<file path="src/rtl/beagleg_pkg.sv">
// rtl/beagleg_pkg.sv - shared command/state encodings and default record geometry
package beagleg_pkg;

    typedef enum logic [7:0] {
        CMD_NO_OP      = 8'h00,
        CMD_STATUS     = 8'h01,
        CMD_WRITE_FIFO = 8'h02
    } command_e;

    typedef enum logic [2:0] {
        ST_IDLE,
        ST_STATUS,
        ST_RECEIVE,
        ST_COMMIT,
        ST_DISCARD
    } state_e;

    localparam int RECORD_WORDS = 4;
    localparam int DEPTH        = 16;

endpackage

</file>
<file path="src/rtl/record_stager.sv">
// rtl/record_stager.sv - holds one record of bytes and drains it as a back-to-back burst
module record_stager #(
    parameter int WordSize    = 8,
    parameter int RecordWords = 4
) (
    input  logic                clk,
    input  logic                reset,
    input  logic [WordSize-1:0] load_word,
    input  logic                load_valid,
    input  logic                load_clear,
    input  logic                start_drain,
    output logic [WordSize-1:0] drain_data,
    output logic                drain_valid,
    output logic                drain_done
);

    localparam int IW = (RecordWords > 1) ? $clog2(RecordWords) : 1;

    logic [WordSize-1:0] stage [RecordWords];
    logic [IW-1:0]       wr_idx;
    logic [IW-1:0]       rd_idx;

    // write index wraps naturally after a full record, so a dropped record needs no clear
    always_ff @(posedge clk or posedge reset) begin
        if (reset) begin
            wr_idx      <= '0;
            rd_idx      <= '0;
            drain_valid <= 1'b0;
            for (int i = 0; i < RecordWords; i++) stage[i] <= '0;
        end else begin
            if (load_clear) begin
                wr_idx <= '0;
            end else if (load_valid) begin
                stage[wr_idx] <= load_word;
                wr_idx        <= wr_idx + IW'(1);
            end
            if (start_drain) begin
                drain_valid <= 1'b1;
                rd_idx      <= '0;
            end else if (drain_done) begin
                drain_valid <= 1'b0;
                rd_idx      <= '0;
            end else if (drain_valid) begin
                rd_idx <= rd_idx + IW'(1);
            end
        end
    end

    assign drain_done = drain_valid && (rd_idx == IW'(RecordWords - 1));
    assign drain_data = drain_valid ? stage[rd_idx] : '0;

endmodule

</file>
<file path="src/rtl/spi_command_controller.sv">
// rtl/spi_command_controller.sv - SPI command sequencer feeding whole records to the segment FIFO
// Optional drop/overflow statistics in the status byte: SPI_CMD_DROP_STATS_EN
module spi_command_controller
    import beagleg_pkg::*;
#(
    parameter int WordSize    = 8,
    parameter int RecordWords = RECORD_WORDS,
    parameter int Depth       = DEPTH
) (
    input  logic                                  clk,
    input  logic                                  reset,
    input  logic                                  cs,
    input  logic [WordSize-1:0]                   rx_word,
    input  logic                                  rx_valid,
    output logic [WordSize-1:0]                   tx_word,
    input  logic [$clog2(Depth*RecordWords):0]    fifo_size,
    output logic                                  fifo_write_en,
    output logic [WordSize-1:0]                   fifo_data,
    output logic                                  busy
);

    localparam int RwLog = $clog2(RecordWords);
    localparam int CW    = (RecordWords > 1) ? RwLog : 1;

    state_e              state, state_next;
    logic [CW-1:0]       byte_cnt, cnt_next;
    logic                cs_pending;
    logic [7:0]          empty_slots;
    logic [WordSize-1:0] status_byte;
    logic                load_valid, load_clear, start_drain;
    logic                drop, viol, stats_clear;
    logic                drain_valid, drain_done;
    logic [WordSize-1:0] drain_data;

    assign empty_slots = 8'(Depth) - 8'(fifo_size >> RwLog);

    record_stager #(
        .WordSize    (WordSize),
        .RecordWords (RecordWords)
    ) u_stager (
        .clk         (clk),
        .reset       (reset),
        .load_word   (rx_word),
        .load_valid  (load_valid),
        .load_clear  (load_clear),
        .start_drain (start_drain),
        .drain_data  (drain_data),
        .drain_valid (drain_valid),
        .drain_done  (drain_done)
    );

    always_ff @(posedge clk or posedge reset) begin
        if (reset) begin
            state      <= ST_IDLE;
            byte_cnt   <= '0;
            cs_pending <= 1'b0;
        end else begin
            state      <= state_next;
            byte_cnt   <= cnt_next;
            cs_pending <= (state == ST_COMMIT) && (state_next == ST_COMMIT) && (cs || cs_pending);
        end
    end

    // a commit burst always runs to completion; cs and stray bytes are only noted
    always_comb begin
        state_next  = state;
        cnt_next    = byte_cnt;
        load_valid  = 1'b0;
        load_clear  = 1'b0;
        start_drain = 1'b0;
        drop        = 1'b0;
        stats_clear = 1'b0;
        viol        = 1'b0;
        if (state == ST_COMMIT) begin
            viol = rx_valid && !cs;
            if (drain_done) begin
                state_next = (cs || cs_pending) ? ST_IDLE : ST_RECEIVE;
                cnt_next   = '0;
            end
        end else if (cs) begin
            state_next = ST_IDLE;
            cnt_next   = '0;
            load_clear = 1'b1;
        end else if (rx_valid) begin
            case (state)
                ST_IDLE: begin
                    if (rx_word == WordSize'(CMD_STATUS)) begin
                        state_next = ST_STATUS;
                    end else if (rx_word == WordSize'(CMD_WRITE_FIFO)) begin
                        state_next = ST_RECEIVE;
                        cnt_next   = '0;
                        load_clear = 1'b1;
                    end
                end
                ST_STATUS: begin
                    state_next  = ST_DISCARD;
                    stats_clear = 1'b1;
                end
                ST_RECEIVE: begin
                    load_valid = 1'b1;
                    if (byte_cnt == CW'(RecordWords - 1)) begin
                        cnt_next = '0;
                        if (empty_slots != 8'd0) begin
                            start_drain = 1'b1;
                            state_next  = ST_COMMIT;
                        end else begin
                            drop = 1'b1;
                        end
                    end else begin
                        cnt_next = byte_cnt + CW'(1);
                    end
                end
                default: ;
            endcase
        end
    end

`ifdef SPI_CMD_DROP_STATS_EN
    logic       overflow;
    logic [6:0] dropped_cnt;
    logic [6:0] cnt_base;

    assign cnt_base = stats_clear ? 7'd0 : dropped_cnt;

    always_ff @(posedge clk or posedge reset) begin
        if (reset) begin
            overflow    <= 1'b0;
            dropped_cnt <= 7'd0;
        end else begin
            overflow    <= (overflow && !stats_clear) || viol;
            dropped_cnt <= (drop && cnt_base != 7'd127) ? cnt_base + 7'd1 : cnt_base;
        end
    end

    assign status_byte = WordSize'({overflow, dropped_cnt});
`else
    logic unused_stats;
    assign unused_stats = ^{drop, viol, stats_clear};
    assign status_byte  = '0;
`endif

    always_ff @(posedge clk or posedge reset) begin
        if (reset) begin
            tx_word <= '0;
        end else begin
            case (state)
                ST_IDLE:   tx_word <= WordSize'(empty_slots);
                ST_STATUS: tx_word <= status_byte;
                default:   tx_word <= '0;
            endcase
        end
    end

    assign fifo_write_en = drain_valid;
    assign fifo_data     = drain_data;
    assign busy          = (state == ST_COMMIT);

endmodule
</file>
<file path="config.mk">
export PLATFORM = sky130hd
export DESIGN_NAME = spi_command_controller
export DESIGN_NICKNAME = d
export VERILOG_FILES = /design/src/rtl/beagleg_pkg.sv /design/src/rtl/record_stager.sv /design/src/rtl/spi_command_controller.sv
export SDC_FILE = /design/constraint.sdc
export NUM_CORES = 1
export LEC_CHECK = 0
export CORE_UTILIZATION = 60
export CTS_BUF_LIST = sky130_fd_sc_hd__clkbuf_4 sky130_fd_sc_hd__clkbuf_8
export DETAILED_ROUTE_END_ITERATION = 10
export PLACE_DENSITY = 0.89
export SYNTH_ARGS = -nofsm -noshare
export SYNTH_HDL_FRONTEND = slang
export SYNTH_SLANG_ARGS = --single-unit
export TNS_END_PERCENT = 30
</file>
<file path="constraint.sdc">
create_clock -name clk -period 4.1 [get_ports clk]
set_input_delay 0.41 -clock clk [delete_from_list [all_inputs] [get_ports clk]]
set_output_delay 0.41 -clock clk [all_outputs]
set_load 0.1 [all_outputs]
</file>
Yosys cells after proc, flatten, opt, wreduce, memory -nomap -nowiden
Index checks and enable logic that the tools add are counted.
{"block": "classes", "n_bitwise": 3, "n_eq_ne": 11, "n_addsub": 4, "muxes": 49, "reduce_logical": 14, "order_cmp": 3}
{"operator": "2-to-1 mux 8 bit", "count": 5}
{"operator": "bitwise mux 32 bit", "count": 1}
{"operator": "2-to-1 mux 2 bit", "count": 13}
{"operator": "2-to-1 mux 3 bit", "count": 8}
{"operator": "2-to-1 mux 1 bit", "count": 18}
{"operator": "binary-select mux 8 bit (select 2 bit)", "count": 1}
{"operator": "demux 8 bit (select 2 bit)", "count": 1}
{"operator": "== test 3 x 2 -> 1 bit (second input constant)", "count": 3}
{"operator": "one-hot mux 3 bit (3 select lines)", "count": 1}
{"operator": "== test 8 x 1 -> 1 bit (second input constant)", "count": 1}
{"operator": "== test 8 x 2 -> 1 bit (second input constant)", "count": 1}
{"operator": "!= test 4 bit (second input constant)", "count": 2}
{"operator": "nonzero test 8 bit", "count": 1}
{"operator": "adder 2 x 1 -> 2 bit (second input constant)", "count": 3}
{"operator": ">= comparator 3 bit (second input constant)", "count": 2}
{"operator": "inverter 2 -> 3 bit", "count": 2}
{"operator": "nonzero test 3 bit", "count": 2}
{"operator": "subtractor 5 x 5 -> 6 bit (first input constant)", "count": 1}
{"operator": "AND reduction 5 bit", "count": 1}
{"operator": "== test 2 bit (second input constant)", "count": 2}
{"operator": "logical AND 1 bit", "count": 4}
{"operator": "one-hot mux 2 bit (2 select lines)", "count": 1}
{"operator": "nonzero test 2 bit", "count": 2}
{"operator": "nonzero test 4 bit", "count": 1}
{"operator": "other kinds (7)", "count": 7}
{"block": "word_totals", "word_cells": 95, "out_inout_bits": 18, "inputBits": 19, "ff_bits": 51}

Depth between registers and ports, before layout
{"block": "depth", "depth_word": 11, "ltp_mapped": 6, "depth_no_buf": 6}

By module
From an unflattened synthesis, not the netlist that was laid out.
{"block": "unflattened", "hier_cells": 205, "hier_area_um2": 2549.9}
{"mod": "record_stager", "cells_per_inst": 123, "area_per_inst_um2": 1783.0, "instances": 1, "seq_area_each_um2": 925.9}
{"mod": "spi_command_controller", "cells_per_inst": 82, "area_per_inst_um2": 767.0, "instances": 1, "seq_area_each_um2": 300.3}

Least setup slack after synthesis
OpenSTA, ideal clock, no wires.
{"block": "synth_path", "path_type": "reg2out", "from": "register u_stager.drain_valid", "to": "output port fifo_data[0]", "slack_ps": 1683, "t_arrival_ps": 2007, "required_time_ps": 3690, "path_buffers": 1, "path_stages_with_launch": 3, "path_cell_list": "dfrtp_1 clkbuf_1 and2_1"}
{"block": "synth_between", "elab_chain_len": 1}
{"item": "from (decl)", "line": "record_stager.sv:13", "source": "output logic drain_valid,"}
{"item": "from (signal assigned)", "line": "record_stager.sv:28", "source": "drain_valid <= 1'b0;"}
{"item": "from (signal assigned)", "line": "record_stager.sv:38", "source": "drain_valid <= 1'b1;"}
{"item": "from (signal assigned)", "line": "record_stager.sv:41", "source": "drain_valid <= 1'b0;"}
{"item": "2-to-1 mux 8 bit", "line": "record_stager.sv:50", "source": "assign drain_data = drain_valid ? stage[rd_idx] : '0;"}
{"item": "to (decl)", "line": "spi_command_controller.sv:18", "source": "output logic [WordSize-1:0] fifo_data,"}
Every way passes these cells.

Worst setup path after layout
{"block": "layout_path", "from": "register u_stager.rd_idx[0]", "to": "output port fifo_data[1]"}
{"block": "layout_between", "elab_chain_len": 5}
{"item": "from (decl)", "line": "record_stager.sv:21", "source": "logic [IW-1:0] rd_idx;"}
{"item": "from (signal assigned)", "line": "record_stager.sv:44", "source": "rd_idx <= rd_idx + IW'(1);"}
{"item": "inverter 2 -> 3 bit (implied by the code)", "line": "record_stager.sv:50"}
{"item": "binary-select mux 8 bit (select 2 bit)", "line": "record_stager.sv:50"}
{"item": "2-to-1 mux 8 bit (implied by the code) (2 in series)", "line": "record_stager.sv:50"}
{"item": "2-to-1 mux 8 bit", "line": "record_stager.sv:50"}
Every way passes these cells. The select of a mux whose other input is x is not followed.

==> flow_summary.json <==
{
  "status": "finished, final reports clean",
  "fmax_mhz": 319,
  "cts-root-buf": "clkbuf_8",
  "yosysSeqAreaShare": 0.492,
  "endpoint_kind": "output port",
  "synth_top_flop_cell": "dfrtp_1",
  "grt_max_degree": 50,
  "grt_first_pass_wirelength_mm": 7.73,
  "tightest_slew_ns": 0.982,
  "ios": 37,
  "cp-start-kind": "flip-flop",
  "crit_start": "u_stager.rd_idx[0]$_DFFE_PP0P_",
  "clk_latency_ns": 0.30,
  "postSynth.asyncResetShare": 1.00,
  "clkSlewWorstSetupHoldPaths_ns": 0.10,
  "cts.sinks": 49,
  "cts_buffer_depth": 2,
  "antenna_cells": 0,
  "synth.distinct_cells": 46,
  "dp_slack_ns": 1.25,
  "drv_slew": 0,
  "synthToLayoutAreaGrowth_pct": 17.7,
  "totalWireLength_mm": 4.71,
  "globalRouteTotalUtil": 0.242,
  "tritoncts": "yes",
  "routed-via-count": 1610,
  "r2r_start": "state[0]$_DFF_PP0_",
  "hold_viol_final": 0,
  "drt-wirelength-per-cell_um": 17.2,
  "htree_levels": 2,
  "postSynthCellCount": 191,
  "die_area_um2": 4410,
  "critPathArrivalTime_ns": 2.73,
  "routed_via_density": 5.90,
  "critPathMaxFanout": 10,
  "hold_path.class": "reg -> reg",
  "route.detailed.drc": 0,
  "die_x_um": 66.4,
  "drtIter0Drc": 81,
  "final_nets": 249,
  "port_buffers": 34,
  "design.core.area_um2": 4000,
  "irDropWorstVdd_uv": 241,
  "grt_pass1_vias": 1627,
  "syn_area_per_cell_um2": 13.0,
  "place.gp.congestion": 0.815,
  "cp.required_ns": 3.69,
  "finalSetupTns_ns": 0,
  "first_pass_iters": 6,
  "row_count": 23,
  "cts_hold_buffers": 0,
  "relSlewSlack": 0.343,
  "hp-start": "u_stager.stage[2]$_DFFE_PP0P_",
  "fin_crit_ns": 3.14,
  "cap_viol_max_count": 0,
  "yosysWarnings": 0,
  "cts_resized": 0,
  "cts_buffers": 5,
  "setup_viol": 0,
  "timing.final.ws_setup_ns": 0.963,
  "fin_skew_ns": 0.00879,
  "die_y_um": 66.4,
  "syn_nets": 218,
  "drtAntennaViolNets": 0,
  "ys_ff_latch": 49,
  "leakagePower_nw": 1.36,
  "synth_area_um2": 2490,
  "drive_gt1_frac": 0.251,
  "post-cts-setup-buffers": 0,
  "antenna_found_initial": 0,
  "fin_area_um2": 2930,
  "critPathKind": "reg -> out",
  "dpl.hpwl_mm": 3.28,
  "fillers": 276,
  "rsz0062_at_grt": "no",
  "synth_edf_count": 0,
  "grt.overflow.total": 0,
  "p_per_area_nw_per_um2": 349,
  "post-route-period-util": 0.765,
  "start_util": 0.622,
  "placed_area_um2": 2820
}
[cell usage after synthesis (all sizes together) (2+ instances only)]
master	number	area, um2
mux2	34	383
mux4	8	180
a22o	2	17.5
o21ai	6	30.0
a21o	2	15.0
or3	2	12.5
nor3	2	10.0
ha	8	100
buf	7	63.8
dfrtp	49	1230
nand2b	2	12.5
clkbuf	3	11.3
nor2	9	33.8
xor2	2	17.5
or4b	2	20.0
inv	9	33.8
mux2i	2	20.0
nand2	7	36.3
and2	8	50.1
a21oi	5	25.0
nor3b	3	33.8
or4	2	18.8
[area by class of cell]
class	instances	area [um2]	area share
Timing Repair Buffer	35	348	0.119
Tap cell	50	62.6	0.0213
Sequential cell	49	1230	0.418
Multi-Input combinational cell	122	1150	0.391
Inverter	9	33.8	0.0115
Clock buffer	6	76.3	0.0260
Clock inverter	2	38.8	0.0132
[kinds of logic after synthesis]
kind of cell | count (synthesis) | share of synthesized area
adders and majority gates | 8 | 0.0402
and+or+nand+nor | 43 | 0.111
DFF | 49 | 0.492
muxes | 44 | 0.234
buffers and inverters | 20 | 0.0472
xor gates and xnor gates | 3 | 0.0106
AOI/OAI and AO/OA | 24 | 0.0648
[per-stage QoR]
stage	power (W)	std cells	hold WS, ns	utilization
floorplan	0.000637	191	0.459	-
global placement	0.000681	265	0.469	0.704
detailed placement	0.000685	265	0.476	0.704
CTS	0.00103	273	0.497	0.733
global route	0.00106	273	0.514	0.733
finish	0.00102	273	0.499	0.733
[worst max-delay path, stage by stage, from the launching register on]
cell	delay [ns]
dfrtp_1	0.73
mux4_2	0.57
and2_1	0.17
clkdlybuf4s50_1	0.96
[cell usage in the layout, fill, tap and decap left out, types with 5 or more instances in the layout]
master | synthesis | routed
nor2_1 | 9 | 9
mux4_2 | 8 | 8
clkbuf_8 | 0 | 5
inv_1 | 9 | 8
ha_1 | 8 | 8
o21ai_0 | 6 | 6
mux2_2 | 31 | 31
a21oi_1 | 5 | 5
dfrtp_1 | 49 | 49
clkdlybuf4s50_1 | 0 | 34
and2_1 | 8 | 8
[per-layer routing]
| layer | track usage | part of all wire |
|---|---|---|
| met5 | 0 | 0 |
| met3 | 0.0552 | 0.024 |
| met1 | 0.308 | 0.43 |
| met2 | 0.411 | 0.53 |
| met4 | 0.0718 | 0.012 |
[power by group]
part	switching, W	internal [W]	total, W
combinational	0.000112	0.0000537	0.000166
clock	0.000160	0.000190	0.000350
sequential	0.00000984	0.000499	0.000509
[registers in the layout, summed over array words and instances, names as in the netlist]
register / count
u_stager.wr_idx: 2
state: 3
tx_word: 6
u_stager.drain_valid: 1
cs_pending: 1
u_stager.rd_idx: 2
byte_cnt: 2
u_stager.stage: 32
[path summary, 6_finish.rpt]
kind                                                  to  slack [ns]  depth (start not counted)
max                                         fifo_data[1]        0.96                          3
min                        u_stager.stage[2]$_DFFE_PP0P_        0.50                          1
max reg2reg                u_stager.stage[2]$_DFFE_PP0P_        2.17                          5
min reg2reg                u_stager.stage[2]$_DFFE_PP0P_        0.50                          1
max in group asynchronous           tx_word[0]$_DFF_PP0_        2.83                          2
min in group asynchronous             state[1]$_DFF_PP0_        0.66                          2
Note: power is estimated with default switching activity, not from simulation.
